File: src/rtl/clk_div_monitor.sv
// clk_div_monitor
// Built-in self-check for a divided clock. The divided clock is treated as
// asynchronous data, passed through a three-flop synchronizer, and each full
// rise-to-rise period is measured in clk_in cycles. Every completed period
// reports its length and high-sample count. Sticky flags record a period
// mismatch, a duty count outside the legal window, and a stuck clock.
module clk_div_monitor #(
    parameter int unsigned CNT_W        = 8,
    parameter int unsigned EXP_PERIOD   = 7,
    parameter int unsigned EXP_HIGH_MIN = 3,
    parameter int unsigned EXP_HIGH_MAX = 4,
    parameter int unsigned TIMEOUT      = 32
) (
    input  logic             clk_in,
    input  logic             rst,
    input  logic             clk_div,
    input  logic             en,
    input  logic             clear_err,
    output logic [CNT_W-1:0] period,
    output logic [CNT_W-1:0] high_cnt,
    output logic             meas_valid,
    output logic             err_period,
    output logic             err_duty,
    output logic             err_stuck
);

    typedef enum logic [1:0] {
        ST_IDLE = 2'd0,
        ST_ARM  = 2'd1,
        ST_MEAS = 2'd2
    } state_t;

    localparam logic [CNT_W-1:0] CNT_ZERO     = {CNT_W{1'b0}};
    localparam logic [CNT_W-1:0] CNT_ONE      = {{(CNT_W-1){1'b0}}, 1'b1};
    localparam logic [CNT_W-1:0] CNT_MAX      = {CNT_W{1'b1}};
    localparam logic [CNT_W-1:0] EXP_PERIOD_C = CNT_W'(EXP_PERIOD);
    localparam logic [CNT_W-1:0] HIGH_MIN_C   = CNT_W'(EXP_HIGH_MIN);
    localparam logic [CNT_W-1:0] HIGH_MAX_C   = CNT_W'(EXP_HIGH_MAX);
    localparam logic [CNT_W-1:0] TIMEOUT_C    = CNT_W'(TIMEOUT);

    // Saturating increment: a counter parks at all-ones instead of wrapping.
    function automatic logic [CNT_W-1:0] sat_inc(input logic [CNT_W-1:0] value);
        logic [CNT_W-1:0] result;
        if (value == CNT_MAX) begin
            result = value;
        end else begin
            result = value + CNT_ONE;
        end
        return result;
    endfunction

    // True when a high count lies outside the legal duty window.
    function automatic logic duty_out_of_range(input logic [CNT_W-1:0] value);
        return (value < HIGH_MIN_C) || (value > HIGH_MAX_C);
    endfunction

    // Synchronizer stages
    logic s1_q;
    logic s2_q;
    logic s3_q;

    // Measurement state
    state_t           state_q;
    state_t           state_d;
    logic [CNT_W-1:0] pcnt_q;
    logic [CNT_W-1:0] pcnt_d;
    logic [CNT_W-1:0] hcnt_q;
    logic [CNT_W-1:0] hcnt_d;
    logic [CNT_W-1:0] idle_cnt_q;
    logic [CNT_W-1:0] idle_cnt_d;

    // Registered outputs
    logic [CNT_W-1:0] period_q;
    logic [CNT_W-1:0] period_d;
    logic [CNT_W-1:0] high_cnt_q;
    logic [CNT_W-1:0] high_cnt_d;
    logic             meas_valid_q;
    logic             meas_valid_d;
    logic             err_period_q;
    logic             err_period_d;
    logic             err_duty_q;
    logic             err_duty_d;
    logic             err_stuck_q;
    logic             err_stuck_d;

    // Combinational helpers
    logic             rise_s;
    logic             fall_s;
    logic             timeout_s;
    logic [CNT_W-1:0] pcnt_inc_s;
    logic [CNT_W-1:0] hcnt_inc_s;
    logic [CNT_W-1:0] idle_inc_s;
    logic             ev_period_s;
    logic             ev_duty_s;
    logic             ev_stuck_s;

    // Three-flop synchronizer for the asynchronous divided clock.
    always_ff @(posedge clk_in) begin
        if (!rst) begin
            s1_q <= 1'b0;
            s2_q <= 1'b0;
            s3_q <= 1'b0;
        end else begin
            s1_q <= clk_div;
            s2_q <= s1_q;
            s3_q <= s2_q;
        end
    end

    // Edge detection and the candidate next values of the counters.
    always_comb begin
        rise_s     = s2_q & ~s3_q;
        fall_s     = ~s2_q & s3_q;
        pcnt_inc_s = sat_inc(pcnt_q);
        hcnt_inc_s = s2_q ? sat_inc(hcnt_q) : hcnt_q;
        // idle_cnt never exceeds TIMEOUT-1, so this add cannot overflow.
        idle_inc_s = idle_cnt_q + CNT_ONE;
        timeout_s  = (idle_inc_s == TIMEOUT_C) && !(rise_s || fall_s);
    end

    // Measurement FSM next state, counters and per-period capture.
    always_comb begin
        state_d      = state_q;
        pcnt_d       = pcnt_q;
        hcnt_d       = hcnt_q;
        idle_cnt_d   = idle_cnt_q;
        period_d     = period_q;
        high_cnt_d   = high_cnt_q;
        meas_valid_d = 1'b0;
        ev_period_s  = 1'b0;
        ev_duty_s    = 1'b0;
        ev_stuck_s   = 1'b0;

        if (!en) begin
            // Disabling abandons any partial period; results are kept.
            state_d    = ST_IDLE;
            pcnt_d     = CNT_ZERO;
            hcnt_d     = CNT_ZERO;
            idle_cnt_d = CNT_ZERO;
        end else begin
            case (state_q)
                ST_IDLE: begin
                    state_d    = ST_ARM;
                    pcnt_d     = CNT_ZERO;
                    hcnt_d     = CNT_ZERO;
                    idle_cnt_d = CNT_ZERO;
                end
                ST_ARM: begin
                    if (rise_s) begin
                        // First rise only opens a measurement window.
                        state_d    = ST_MEAS;
                        pcnt_d     = CNT_ONE;
                        hcnt_d     = CNT_ONE;
                        idle_cnt_d = CNT_ZERO;
                    end else if (fall_s) begin
                        idle_cnt_d = CNT_ZERO;
                    end else if (timeout_s) begin
                        ev_stuck_s = 1'b1;
                        state_d    = ST_ARM;
                        pcnt_d     = CNT_ZERO;
                        hcnt_d     = CNT_ZERO;
                        idle_cnt_d = CNT_ZERO;
                    end else begin
                        idle_cnt_d = idle_inc_s;
                    end
                end
                ST_MEAS: begin
                    if (rise_s) begin
                        // Close the current period and start the next one.
                        period_d     = pcnt_q;
                        high_cnt_d   = hcnt_q;
                        meas_valid_d = 1'b1;
                        ev_period_s  = (pcnt_q != EXP_PERIOD_C);
                        ev_duty_s    = duty_out_of_range(hcnt_q);
                        pcnt_d       = CNT_ONE;
                        hcnt_d       = CNT_ONE;
                        idle_cnt_d   = CNT_ZERO;
                    end else if (fall_s) begin
                        pcnt_d     = pcnt_inc_s;
                        hcnt_d     = hcnt_inc_s;
                        idle_cnt_d = CNT_ZERO;
                    end else if (timeout_s) begin
                        // Stuck clock: drop the partial period and re-arm.
                        ev_stuck_s = 1'b1;
                        state_d    = ST_ARM;
                        pcnt_d     = CNT_ZERO;
                        hcnt_d     = CNT_ZERO;
                        idle_cnt_d = CNT_ZERO;
                    end else begin
                        pcnt_d     = pcnt_inc_s;
                        hcnt_d     = hcnt_inc_s;
                        idle_cnt_d = idle_inc_s;
                    end
                end
                default: begin
                    state_d    = ST_IDLE;
                    pcnt_d     = CNT_ZERO;
                    hcnt_d     = CNT_ZERO;
                    idle_cnt_d = CNT_ZERO;
                end
            endcase
        end
    end

    // Sticky error flags: a new event wins over a simultaneous clear.
    always_comb begin
        if (ev_period_s) begin
            err_period_d = 1'b1;
        end else if (clear_err) begin
            err_period_d = 1'b0;
        end else begin
            err_period_d = err_period_q;
        end

        if (ev_duty_s) begin
            err_duty_d = 1'b1;
        end else if (clear_err) begin
            err_duty_d = 1'b0;
        end else begin
            err_duty_d = err_duty_q;
        end

        if (ev_stuck_s) begin
            err_stuck_d = 1'b1;
        end else if (clear_err) begin
            err_stuck_d = 1'b0;
        end else begin
            err_stuck_d = err_stuck_q;
        end
    end

    // State, counter and output registers with synchronous active-low reset.
    always_ff @(posedge clk_in) begin
        if (!rst) begin
            state_q      <= ST_IDLE;
            pcnt_q       <= CNT_ZERO;
            hcnt_q       <= CNT_ZERO;
            idle_cnt_q   <= CNT_ZERO;
            period_q     <= CNT_ZERO;
            high_cnt_q   <= CNT_ZERO;
            meas_valid_q <= 1'b0;
            err_period_q <= 1'b0;
            err_duty_q   <= 1'b0;
            err_stuck_q  <= 1'b0;
        end else begin
            state_q      <= state_d;
            pcnt_q       <= pcnt_d;
            hcnt_q       <= hcnt_d;
            idle_cnt_q   <= idle_cnt_d;
            period_q     <= period_d;
            high_cnt_q   <= high_cnt_d;
            meas_valid_q <= meas_valid_d;
            err_period_q <= err_period_d;
            err_duty_q   <= err_duty_d;
            err_stuck_q  <= err_stuck_d;
        end
    end

    assign period     = period_q;
    assign high_cnt   = high_cnt_q;
    assign meas_valid = meas_valid_q;
    assign err_period = err_period_q;
    assign err_duty   = err_duty_q;
    assign err_stuck  = err_stuck_q;

endmodule

File: config.mk
export PLATFORM = sky130hd
export DESIGN_NAME = clk_div_monitor
export DESIGN_NICKNAME = d
export VERILOG_FILES = /design/src/rtl/clk_div_monitor.sv
export SDC_FILE = /design/constraint.sdc
export NUM_CORES = 1
export LEC_CHECK = 0
export CAP_MARGIN = 20
export CORE_AREA = 2 2 81 83
export DETAILED_ROUTE_END_ITERATION = 10
export DIE_AREA = 0 0 83 85
export PLACE_DENSITY = 0.59
export SLEW_MARGIN = 15
export SYNTH_ARGS = -nofsm -noshare
export SYNTH_HDL_FRONTEND = slang
export SYNTH_SLANG_ARGS = --single-unit
File: constraint.sdc
create_clock -name clk_in -period 1.8 [get_ports clk_in]
set_input_delay 0.36 -clock clk_in [delete_from_list [all_inputs] [get_ports clk_in]]
set_output_delay 0.36 -clock clk_in [all_outputs]
set_load 0.02 [all_outputs]
==> out/metrics.cfg, run 1 <==
[pwr]
power.density_nw_per_um2=534
combinationalPowerShare_pct=8.8
leakage_uw=0.00124
p_seq_share_pct=58.8
cell_internal_pwr_uw=1430
pwr-share-clk_pct=32.4
switchingPower_uw=428
switching_share_pct=23.0
irDropWorstVdd_mv=0.550

[synthesis]
synth_cells=296
synth_nets=312
synth_edf_count=0
synth_async_sr_flop_share_pct=0
yosysMostFrequentCell=nand2_1
synth_area_um2=2450
synth_warnings=0
synth.area.top_cells=dfxtp_1 40%, nand2_1 7.8%, ha_1 5.6%, a21boi_0 5.5%, a21oi_1 3.9%
synth_top_cell_by_area=dfxtp_1
synth_cell_types=48
syn_area_per_cell_um2=8.28
ys_dominant_reg_cell=dfxtp_1
ys_ff_latch=49
netlist_top_cells_count=51 x nand2_1, 49 x dfxtp_1, 19 x a21oi_1
synth_top_area_share_pct=40.0
synth-seq-area-share_pct=40.0

[placed_design]
io_buffers=24
place_congestion=0.868
place.detailed.hpwl_mm=4.31
pre_cts_ws_ps=-168
post_dp_cell_area_um2=3140

[routing]
wire_per_inst_um=13.6
viasPerCell=5.27
drc_errors=0
first_iter_violations=129
first_pass_iters=4
ant_nets=0
vias=2352
drt-total-wl_mm=6.09

[min_path]
min_path_type=reg -> reg
hold-path-endpoint=s2_q$_SDFF_PN0_
min_path_cells=1
hold_path.startpoint=s1_q$_SDFF_PN0_

[sta]
setup_tns_ps=-285
finalSetupViolations=8
hold_ws_ps=455
rsz0062_at_grt=yes
fmax_mhz=533
finClkSkew_ps=10.0
report.final.slew_viol_count=0
min_period_ps=1880
tightest_slew_ps=362
hold_viol=0
post-route-period-util_pct=104
relSlewSlack_pct=75.7
finalWorstSetupSlack_ps=-77.7

[worst_setup_path]
r2r_end=pcnt_q[5]$_SDFFE_PN0P_
worst_path_largest_cell_delay_ps=470
reg2reg_from=idle_cnt_q[4]$_SDFF_PP0_
crit_required_ps=2030
crit_chain=and3_4, or3_4, o21ai_4, a21oi_4, buf_6, or4_4, a21oi_2
ff2ff_path_depth=7
critical-path-slowest-cell=or4_4
startpoint_type=flop
worstSetupPathType=reg -> reg
path_max_fanout=7
r2r_setup_slack_ps=-80
worstSetupEndpointType=flop
arrival_ps=2110

[clock_network]
cts.htree.levels=2
cts_tree=done
path_clk_slew_ps=80
numCtsBuffers=5
cts_root_buf=clkbuf_8
clockBufferDepth=2
clock_sinks=49
worstSkewPairLatency_ps=300

[die]
coreArea_um2=6200
num_rows=29
ios=25
die_x_um=83
die-height_um=85
start_util_pct=39.5
die_area_um2=7060

[layout]
stdcell_area_um2=3480
fin_nets=386
diodes=0
final_util_pct=56.1
area_growth_pct=42.0
drive_gt1_share_pct=30.1

[global_route]
grt_overflow=0
grt_start_max_net_pins=19
grt_first_pass_wirelength_mm=10.2
grt_pass1_vias=2263
grtUsageTotal_pct=17.4
grt_antenna_before_repair=0

[flow_run]
max_cap_viol_count=0

[run_status]
status=complete, but fails checks
violations=negative setup slack

-- worst max path at each step --
stage	startpoint	to	slack, ps	depth (start not counted)
after global placement	idle_cnt_q[5]$_SDFF_PP0_	hcnt_q[3]$_SDFFE_PN0P_	-140	7
final	idle_cnt_q[4]$_SDFF_PP0_	pcnt_q[5]$_SDFFE_PN0P_	-80	7
after detailed placement	idle_cnt_q[5]$_SDFF_PP0_	hcnt_q[3]$_SDFFE_PN0P_	-170	7
after floorplan	s2_q$_SDFF_PN0_	hcnt_q[5]$_SDFFE_PN0P_	-30	8
after global routing	idle_cnt_q[4]$_SDFF_PP0_	pcnt_q[5]$_SDFFE_PN0P_	-140	7
after CTS	idle_cnt_q[4]$_SDFF_PP0_	hcnt_q[5]$_SDFFE_PN0P_	-80	7
-- registers in the layout, indices dropped and copies added, names as in the netlist --
register,flops
meas_valid,1
idle_cnt_q,8
err_duty,1
hcnt_q,8
period,8
state_q,2
high_cnt,8
err_period,1
s1_q,1
s3_q,1
err_stuck,1
s2_q,1
pcnt_q,8
-- area by class of cell --
class                      instances  area, um2
multi-input combinational        221       1560
fill                             568       2720
sequential                        49        992
clock inverter                     1       5.00
inverter                          13       48.8
timing repair buffer              80        711
clock buffer                       5       68.8
tap                               77       96.3
-- what timing repair did --
action,4_1_cts,5_1_grt
setup endpoints to repair,10,22
cloned,0,2
hold buffers,0,0
resized for setup,12,32
setup buffers,4,4
endpoints found under the hold margin,0,0
pin swaps,8,12
-- through the flow --
stage / total power, uW / instances
after floorplan: 1180 / 296
after global placement: 1240 / 430
after detailed placement: 1250 / 430
after CTS: 1860 / 440
after global routing: 1930 / 446
final: 1860 / 446
-- cell usage in the layout (no fill, tap or decap), types with 5 or more instances in the layout --
| cell type | instances |
|---|---|
| nand2_1 | 50 |
| a21oi_1 | 14 |
| clkdlybuf4s50_1 | 24 |
| clkbuf_8 | 5 |
| nor2_1 | 14 |
| dfxtp_2 | 9 |
| a21boi_0 | 17 |
| nand3_1 | 16 |
| and2_1 | 6 |
| o21ai_0 | 5 |
| buf_4 | 51 |
| ha_1 | 8 |
| inv_1 | 11 |
| dfxtp_1 | 40 |
| a21oi_2 | 5 |
-- metal layers --
layer	part of all wire (%)	global-route usage, %	wire length [um]	vias up
met4	0.81	3.87	49	0
met1	48	22.3	2890	1107
met5	0	0	0	-
met2	48	30.4	2940	47
li1	-	-	-	1194
met3	3.3	3.31	202	4
-- critical path, delay by kind of cell (launching register included) --
kind                   cells  cell delay, ps
flip-flops                 1             340
buffers and inverters      1             150
AO/OA/AOI/OAI              3             330
AND/OR/NAND/NOR            3             990
-- logic make-up (layout without fill, tap and decap cells) --
logic type               count (synthesis)  count (layout)  synth area share (%)
buffers and inverters                   27              99                  4.54
XOR/XNOR                                 7               7                  2.50
AND/OR/NAND/NOR                        126             126                  25.8
flip-flops                              49              49                  40.0
multiplexers                             2               2                 0.816
AO/OA/AOI/OAI                           74              75                  20.7
adder cells (fa/ha/maj)                 11              11                  5.61
-- power groups by stage --
stage / registers [uW] / logic [uW] / clock network, uW
after detailed placement: 1120 / 128 / 0
after CTS: 1090 / 142 / 628
after floorplan: 1120 / 64.6 / 0
after global routing: 1090 / 177 / 664
final: 1090 / 164 / 603
after global placement: 1120 / 127 / 0
Power figures use the tool's default switching activity.
==> inputs of run 2 (changes only) <==
ABC_CLOCK_PERIOD_IN_PS = 1800   (was not set)
TNS_END_PERCENT = 10   (was not set)
==> run 2 against run 1 <==
The flow still finishes with violations (negative setup slack); sequential share of layout area rose by 0.93 points; register-to-register slack hardly changed; fmax rose by 0.22%; flip-flop and latch count did not move; global-route usage hardly changed; count of clock-buffer cells in the layout grew 1; critical endpoint unchanged; via count decreased by 1.1%; routed wire length decreased by 3.4%; first-iteration DRC count is 31% lower; total power grew 2.3%.
==> out/metrics.cfg, run 2 (synthesized netlist as in run 1, its figures left out) <==
[worst_setup_path]
cp.depth=7  ; unchanged
r2r_setup_slack_ps=-70  ; about the same
critical-path-slowest-cell=or4_4
ff2ff_path_depth=7  ; unchanged
reg2reg_from=idle_cnt_q[5]$_SDFF_PP0_
worstSetupEndpointType=flop
path_max_fanout=7  ; unchanged
worst_path_largest_cell_delay_ps=480  ; about the same
crit_buf_inv=1  ; unchanged
crit_required_ps=2050  ; +20 ps
arrival_ps=2120  ; about the same
worstSetupPathType=reg -> reg
crit_family=simple AND/OR/NAND/NOR gates
crit_start=idle_cnt_q[5]$_SDFF_PP0_
startpoint_type=flop
r2r_end=pcnt_q[5]$_SDFFE_PN0P_
crit_end=pcnt_q[5]$_SDFFE_PN0P_
crit_chain=and3_4, or3_4, o21ai_4, a21oi_4, buf_6, or4_4, a21oi_2

[clock_network]
numCtsBuffers=5  ; unchanged
ctsHoldBuffers=0  ; unchanged
cts_root_buf=clkbuf_8
path_clk_slew_ps=90  ; about the same
cts_tree=done
worstSkewPairLatency_ps=310  ; about the same
clockBufferDepth=2  ; unchanged
clock_sinks=49  ; unchanged
cts.htree.levels=2  ; unchanged

[run_status]
status=complete, but fails checks
violations=negative setup slack

[pwr]
power.density_nw_per_um2=564  ; +5.6%
irDropWorstVdd_mv=0.322  ; -41%
leakage_uw=0.00118  ; -4.6%

[die]
die_x_um=83  ; unchanged
die_area_um2=7060  ; unchanged
start_util_pct=39.5  ; unchanged
num_rows=29  ; unchanged
ios=25  ; unchanged
die-height_um=85  ; unchanged
coreArea_um2=6200  ; unchanged

[layout]
layout_commonest_cell=nand2_1
stdcell_area_um2=3370  ; -3.2%
ff_latch_area_um2=992  ; unchanged
mostFrequentLayoutCells=51 x nand2_1, 42 x buf_4, 40 x dfxtp_1
area_growth_pct=37.6
fillCellCount=591  ; +4.0%
diodes=0  ; unchanged
fin_nets=379  ; -1.8%
drive_gt1_share_pct=26.6  ; -3.4 points
multi_input_area_um2=1490  ; -4.3%

[placed_design]
place.detailed.hpwl_mm=4.22  ; -2.2%
post_dp_cell_area_um2=3110  ; -1.1%
io_buffers=24  ; unchanged
place_congestion=0.850  ; -2.0%

[global_route]
grtUsageTotal_pct=17.4  ; +0.035 points
grt_pass1_vias=2271  ; +0.35%
grt_overflow=0  ; unchanged
grt_first_pass_wirelength_mm=10.1  ; -1.0%
grt_antenna_before_repair=0  ; unchanged
grt_start_max_net_pins=24  ; +5

[sta]
finClkSkew_ps=8.09  ; -1.91 ps
report.final.slew_viol_count=0  ; unchanged
hold_viol=0  ; unchanged
setup_tns_ps=-205  ; +79.8 ps
finalSetupViolations=5  ; -3
finalWorstSetupSlack_ps=-73.7  ; +4.05 ps
rsz0062_at_grt=yes
min_period_ps=1870  ; -4.05 ps
fmax_mhz=534  ; +0.22%
relSlewSlack_pct=74.8  ; -0.96 points
post-route-period-util_pct=104  ; -0.23 points
tightest_slew_ps=375  ; +13.7 ps
hold_ws_ps=429  ; -25.7 ps

[flow_run]
max_cap_viol_count=0  ; unchanged

[routing]
first_iter_violations=89  ; -31%
wire_per_inst_um=13.3  ; -2.3%
first_pass_iters=6  ; +2
drt-total-wl_mm=5.88  ; -3.4%
vias=2326  ; -1.1%
viasPerCell=5.27  ; about the same
drc_errors=0  ; unchanged
ant_nets=0  ; unchanged

[min_path]
min_path_type=reg -> reg

-- run 2: cell count changes in the layout (fill, tap and decap cells not counted), sizes merged --
cell,before,now
clkinv,1,0
a21o,3,2
buf,55,50
clkinvlp,0,2
-- run 2: through the flow --
stage          worst slack [ps]  std cells  power [uW]  utilization [%]
2_1_floorplan             -57.5        296        1180                -
3_3_place_gp               -101        429        1240             50.1
3_5_place_dp               -106        429        1250             50.1
4_1_cts                   -65.0        437        1900             52.1
5_1_grt                    -149        441        1980             54.4
6_report                  -73.7        441        1900             54.4
-- run 2: repair_timing --
item | in CTS | in global routing
pin swaps | 8 | 14
buffers inserted | 0 | 4
endpoints found under the setup margin | 8 | 20
gates resized for setup | 13 | 30
-- run 2: per-layer routing --
metal / track usage [%] / share of wire (%)
met1: 21.8 / 47
met2: 30.4 / 48
met3: 3.21 / 3.4
met5: 0 / 0
met4: 5.37 / 1.3
-- run 2: worst min path at each step --
stage / startpoint / depth (start not counted) / endpoint
2_1_floorplan: s1_q$_SDFF_PN0_ / 1 / s2_q$_SDFF_PN0_
3_3_place_gp: s1_q$_SDFF_PN0_ / 1 / s2_q$_SDFF_PN0_
3_5_place_dp: s1_q$_SDFF_PN0_ / 1 / s2_q$_SDFF_PN0_
4_1_cts: idle_cnt_q[0]$_SDFF_PP0_ / 1 / idle_cnt_q[0]$_SDFF_PP0_
5_1_grt: idle_cnt_q[0]$_SDFF_PP0_ / 1 / idle_cnt_q[0]$_SDFF_PP0_
6_report: idle_cnt_q[0]$_SDFF_PP0_ / 1 / idle_cnt_q[0]$_SDFF_PP0_
-- run 2: final cells by class --
type                       instances  share of cell area (%)
multi-input combinational        220                    44.3
sequential                        49                    29.4
timing repair buffer              74                    19.4
tap                               77                    2.86
clock buffer                       6                    2.15
inverter                          13                    1.45
clock inverter                     2                   0.445
-- run 2: power by group --
group | switching (uW) | leakage [uW] | internal, uW | total [uW]
Clock | 381 | 0.0000374 | 274 | 655
Sequential | 3.48 | 0.000399 | 1090 | 1090
Combinational | 74.8 | 0.000742 | 79.0 | 154
==> inputs of run 3 (changes only) <==
ABC_AREA = 1   (was not set)
CORE_AREA = 2 2 70 98   (was 2 2 81 83)
DIE_AREA = 0 0 72 100   (was 0 0 83 85)
PLACE_DENSITY = 0.63   (was 0.59)
==> run 3 against run 2 <==
The run now ends clean; synthesized area increased by 2.0%; combinational power decreased by 10%; via count increased by 1.9%; die area increased by 2.1%; sequential share of layout area increased by 1.1 points; routed wire length increased by 0.17%; critical path depth increased by 5; cell count increased by 10%; clock skew decreased by 2.7 ps; total power increased by 6.2%; largest cell class unchanged; global-route usage decreased by 0.29 points.
==> out/metrics.cfg, run 3 <==
[worst_setup_path]
path_max_fanout=7  ; unchanged
crit_buf_inv=1  ; unchanged
worstSetupEndpointType=flop
crit_required_ps=2040  ; about the same
crit_chain=ha_4, nand3_2, o21ai_2, nand2_1, nor2_4, nand2_2, nand2_4, nand2_8, buf_6, nor2_4, nand2_2, a21oi_2
worst_path_largest_cell_delay_ps=370  ; -110 ps
arrival_ps=1960  ; -160 ps
critical-path-slowest-cell=dfxtp_2
worstSetupPathType=reg -> reg
startpoint_type=flop
crit_family=simple AND/OR/NAND/NOR gates

[synthesis]
ys_ff_latch=49  ; unchanged
synth.area.top_cells=dfxtp_1 39%, nand2_1 11%, inv_1 8.4%, ha_1 5.5%, nor2_1 5.4%
netlist_top_cells_count=75 x nand2_1, 56 x inv_1, 49 x dfxtp_1
synth_edf_count=0  ; unchanged
ys_dominant_reg_cell=dfxtp_1
synth_cells=359  ; +21%
synth_nets=375  ; +20%
synth_top_cell_by_area=dfxtp_1
yosysMostFrequentCell=nand2_1
synth_cell_types=32  ; -33%
synth_warnings=0  ; unchanged
synth_top_area_share_pct=39.2  ; -0.78 points
synth_async_sr_flop_share_pct=0  ; unchanged
synth-seq-area-share_pct=39.2  ; -0.78 points
synth_area_um2=2500  ; +2.0%
syn_area_per_cell_um2=6.97  ; -16%

[clock_network]
cts.htree.levels=2  ; unchanged
clockBufferDepth=2  ; unchanged
worstSkewPairLatency_ps=300  ; about the same
ctsHoldBuffers=0  ; unchanged
numCtsBuffers=5  ; unchanged
cts_tree=done
clock_sinks=49  ; unchanged
cts_root_buf=clkbuf_8
path_clk_slew_ps=90  ; about the same

[layout]
fin_nets=427  ; +13%
mostFrequentLayoutCells=74 x nand2_1, 54 x inv_1, 44 x dfxtp_1
layout_commonest_cell=nand2_1
diodes=0  ; unchanged
drive_gt1_share_pct=17.0  ; -9.6 points
area_growth_pct=29.2
final_util_pct=50.2  ; -4.2 points

[sta]
fmax_mhz=584  ; +9.4%
finClkSkew_ps=5.36  ; -2.73 ps
report.final.slew_viol_count=0  ; unchanged
hold_viol=0  ; unchanged
relSlewSlack_pct=63.3  ; -12 points
rsz0062_at_grt=yes
tightest_slew_ps=537  ; +162 ps
finalSetupViolations=0  ; -5
min_period_ps=1710  ; -161 ps
post-route-period-util_pct=95.2  ; -8.9 points

[die]
ios=25  ; unchanged
start_util_pct=38.9  ; -0.67 points
die_x_um=72  ; -13%
die-height_um=100  ; +18%
coreArea_um2=6440  ; +3.8%
num_rows=35  ; +21%
die_area_um2=7200  ; +2.1%

[routing]
ant_nets=0  ; unchanged
drt-total-wl_mm=5.89  ; +0.17%
wire_per_inst_um=12.1  ; -8.9%
first_iter_violations=78  ; -12%
first_pass_iters=4  ; -2
viasPerCell=4.89  ; -7.4%
vias=2370  ; +1.9%
drc_errors=0  ; unchanged

[global_route]
grt_first_pass_wirelength_mm=9.87  ; -2.7%
grt_antenna_before_repair=0  ; unchanged
gr-usage-met1_pct=19.3  ; -2.5 points
use_met2_pct=31.8  ; +1.3 points
grt_pass1_vias=2205  ; -2.9%
grt_start_max_net_pins=31  ; +29%
busiest_layer=met2
gr-usage-met3_pct=1.91  ; -1.3 points
grtUsageTotal_pct=17.1  ; -0.29 points
grt_overflow=0  ; unchanged

[pwr]
power.density_nw_per_um2=625  ; +11%
irDropWorstVdd_mv=0.404  ; +25%
power_uw=2020  ; +6.2%
leakage_uw=0.00138  ; +17%

[flow_run]
max_cap_viol_count=0  ; unchanged

[run_status]
status=complete, no violations

[placed_design]
io_buffers=24  ; unchanged
place.detailed.hpwl_mm=4.47  ; +5.9%
place_congestion=0.959  ; +13%

[min_path]
min_path_type=reg -> reg

[run 3: cell count changes in the layout (fill, tap and decap cells not counted), sizes merged, moves of 11 or more]
| cell | change |
|---|---|
| nand2 | +32 |
| inv | +46 |
| nor2 | +27 |
| nand4 | +11 |
| buf | -20 |
| a21boi | -17 |
| o21ai | +18 |
[run 3: worst register-to-register path, delay by kind of cell, from the launching register on]
kind | cells | cell delay, ps
AND/OR/NAND/NOR | 8 | 720
AO/OA/AOI/OAI | 2 | 250
adder cells (fa/ha/maj) | 1 | 160
flip-flops | 1 | 370
buffers and inverters | 1 | 140
[run 3: power by group]
group | total (uW) | internal [uW] | switching (uW) | leakage, uW
registers | 1090 | 1090 | 4.40 | 0.000398
logic | 138 | 57.7 | 80.5 | 0.000924
clock network | 787 | 412 | 375 | 0.0000546
total | 2020 | 1560 | 460 | 0.00138
[run 3: per-stage QoR]
| step | instance area, um2 | worst slack [ps] | hold WS, ps | TNS (ps) | cells |
|---|---|---|---|---|---|
| 2_1_floorplan | 2500 | 80.7 | 390 | 0 | 359 |
| 3_3_place_gp | 3000 | 46.9 | 436 | 0 | 475 |
| 3_5_place_dp | 3000 | -42.8 | 430 | -213 | 475 |
| 5_1_grt | 3230 | -77.9 | 461 | -774 | 485 |
| 4_1_cts | 3130 | 10.7 | 451 | 0 | 482 |
| 6_report | 3230 | 86.8 | 434 | 0 | 485 |
[run 3: cell type report]
class                      instances  area (um2)
fill                             628        3210
multi-input combinational        243        1330
sequential                        49         987
timing repair buffer              54         489
inverter                          58         220
tap                               74        92.6
clock buffer                       5        68.8
clock inverter                     2        38.8
[run 3: path summary, 6_finish.rpt]
check                           start                     end  slack (ps)  depth (start not counted)
max          idle_cnt_q[0]$_SDFF_PP0_  hcnt_q[6]$_SDFFE_PN0P_          90                         12
min reg2reg           s1_q$_SDFF_PN0_         s2_q$_SDFF_PN0_         430                          2
max reg2reg  idle_cnt_q[0]$_SDFF_PP0_  hcnt_q[6]$_SDFFE_PN0P_          90                         12
min                   s1_q$_SDFF_PN0_         s2_q$_SDFF_PN0_         430                          2
[run 3: cells by family (layout without fill, tap and decap cells)]
kind of cell | Yosys count | after routing | synth area share (%)
adder cells (fa/ha/maj) | 11 | 11 | 5.50
AO/OA/AOI/OAI | 57 | 57 | 12.3
XOR/XNOR | 1 | 1 | 0.350
buffers and inverters | 67 | 119 | 10.5
AND/OR/NAND/NOR | 174 | 174 | 32.2
flip-flops | 49 | 49 | 39.2
[run 3: timing repair]
item                                   CTS  global route
setup buffers                            0             3
resized for setup                        3            21
setup endpoints to repair               14            23
pin swaps                                0            11
endpoints found under the hold margin    0             0
[run 3: layer usage]
layer	routed length (um)	up-vias
li1	-	1252
met1	2570	1072
met2	3070	39
met3	140	7
met4	114	0
met5	0	-
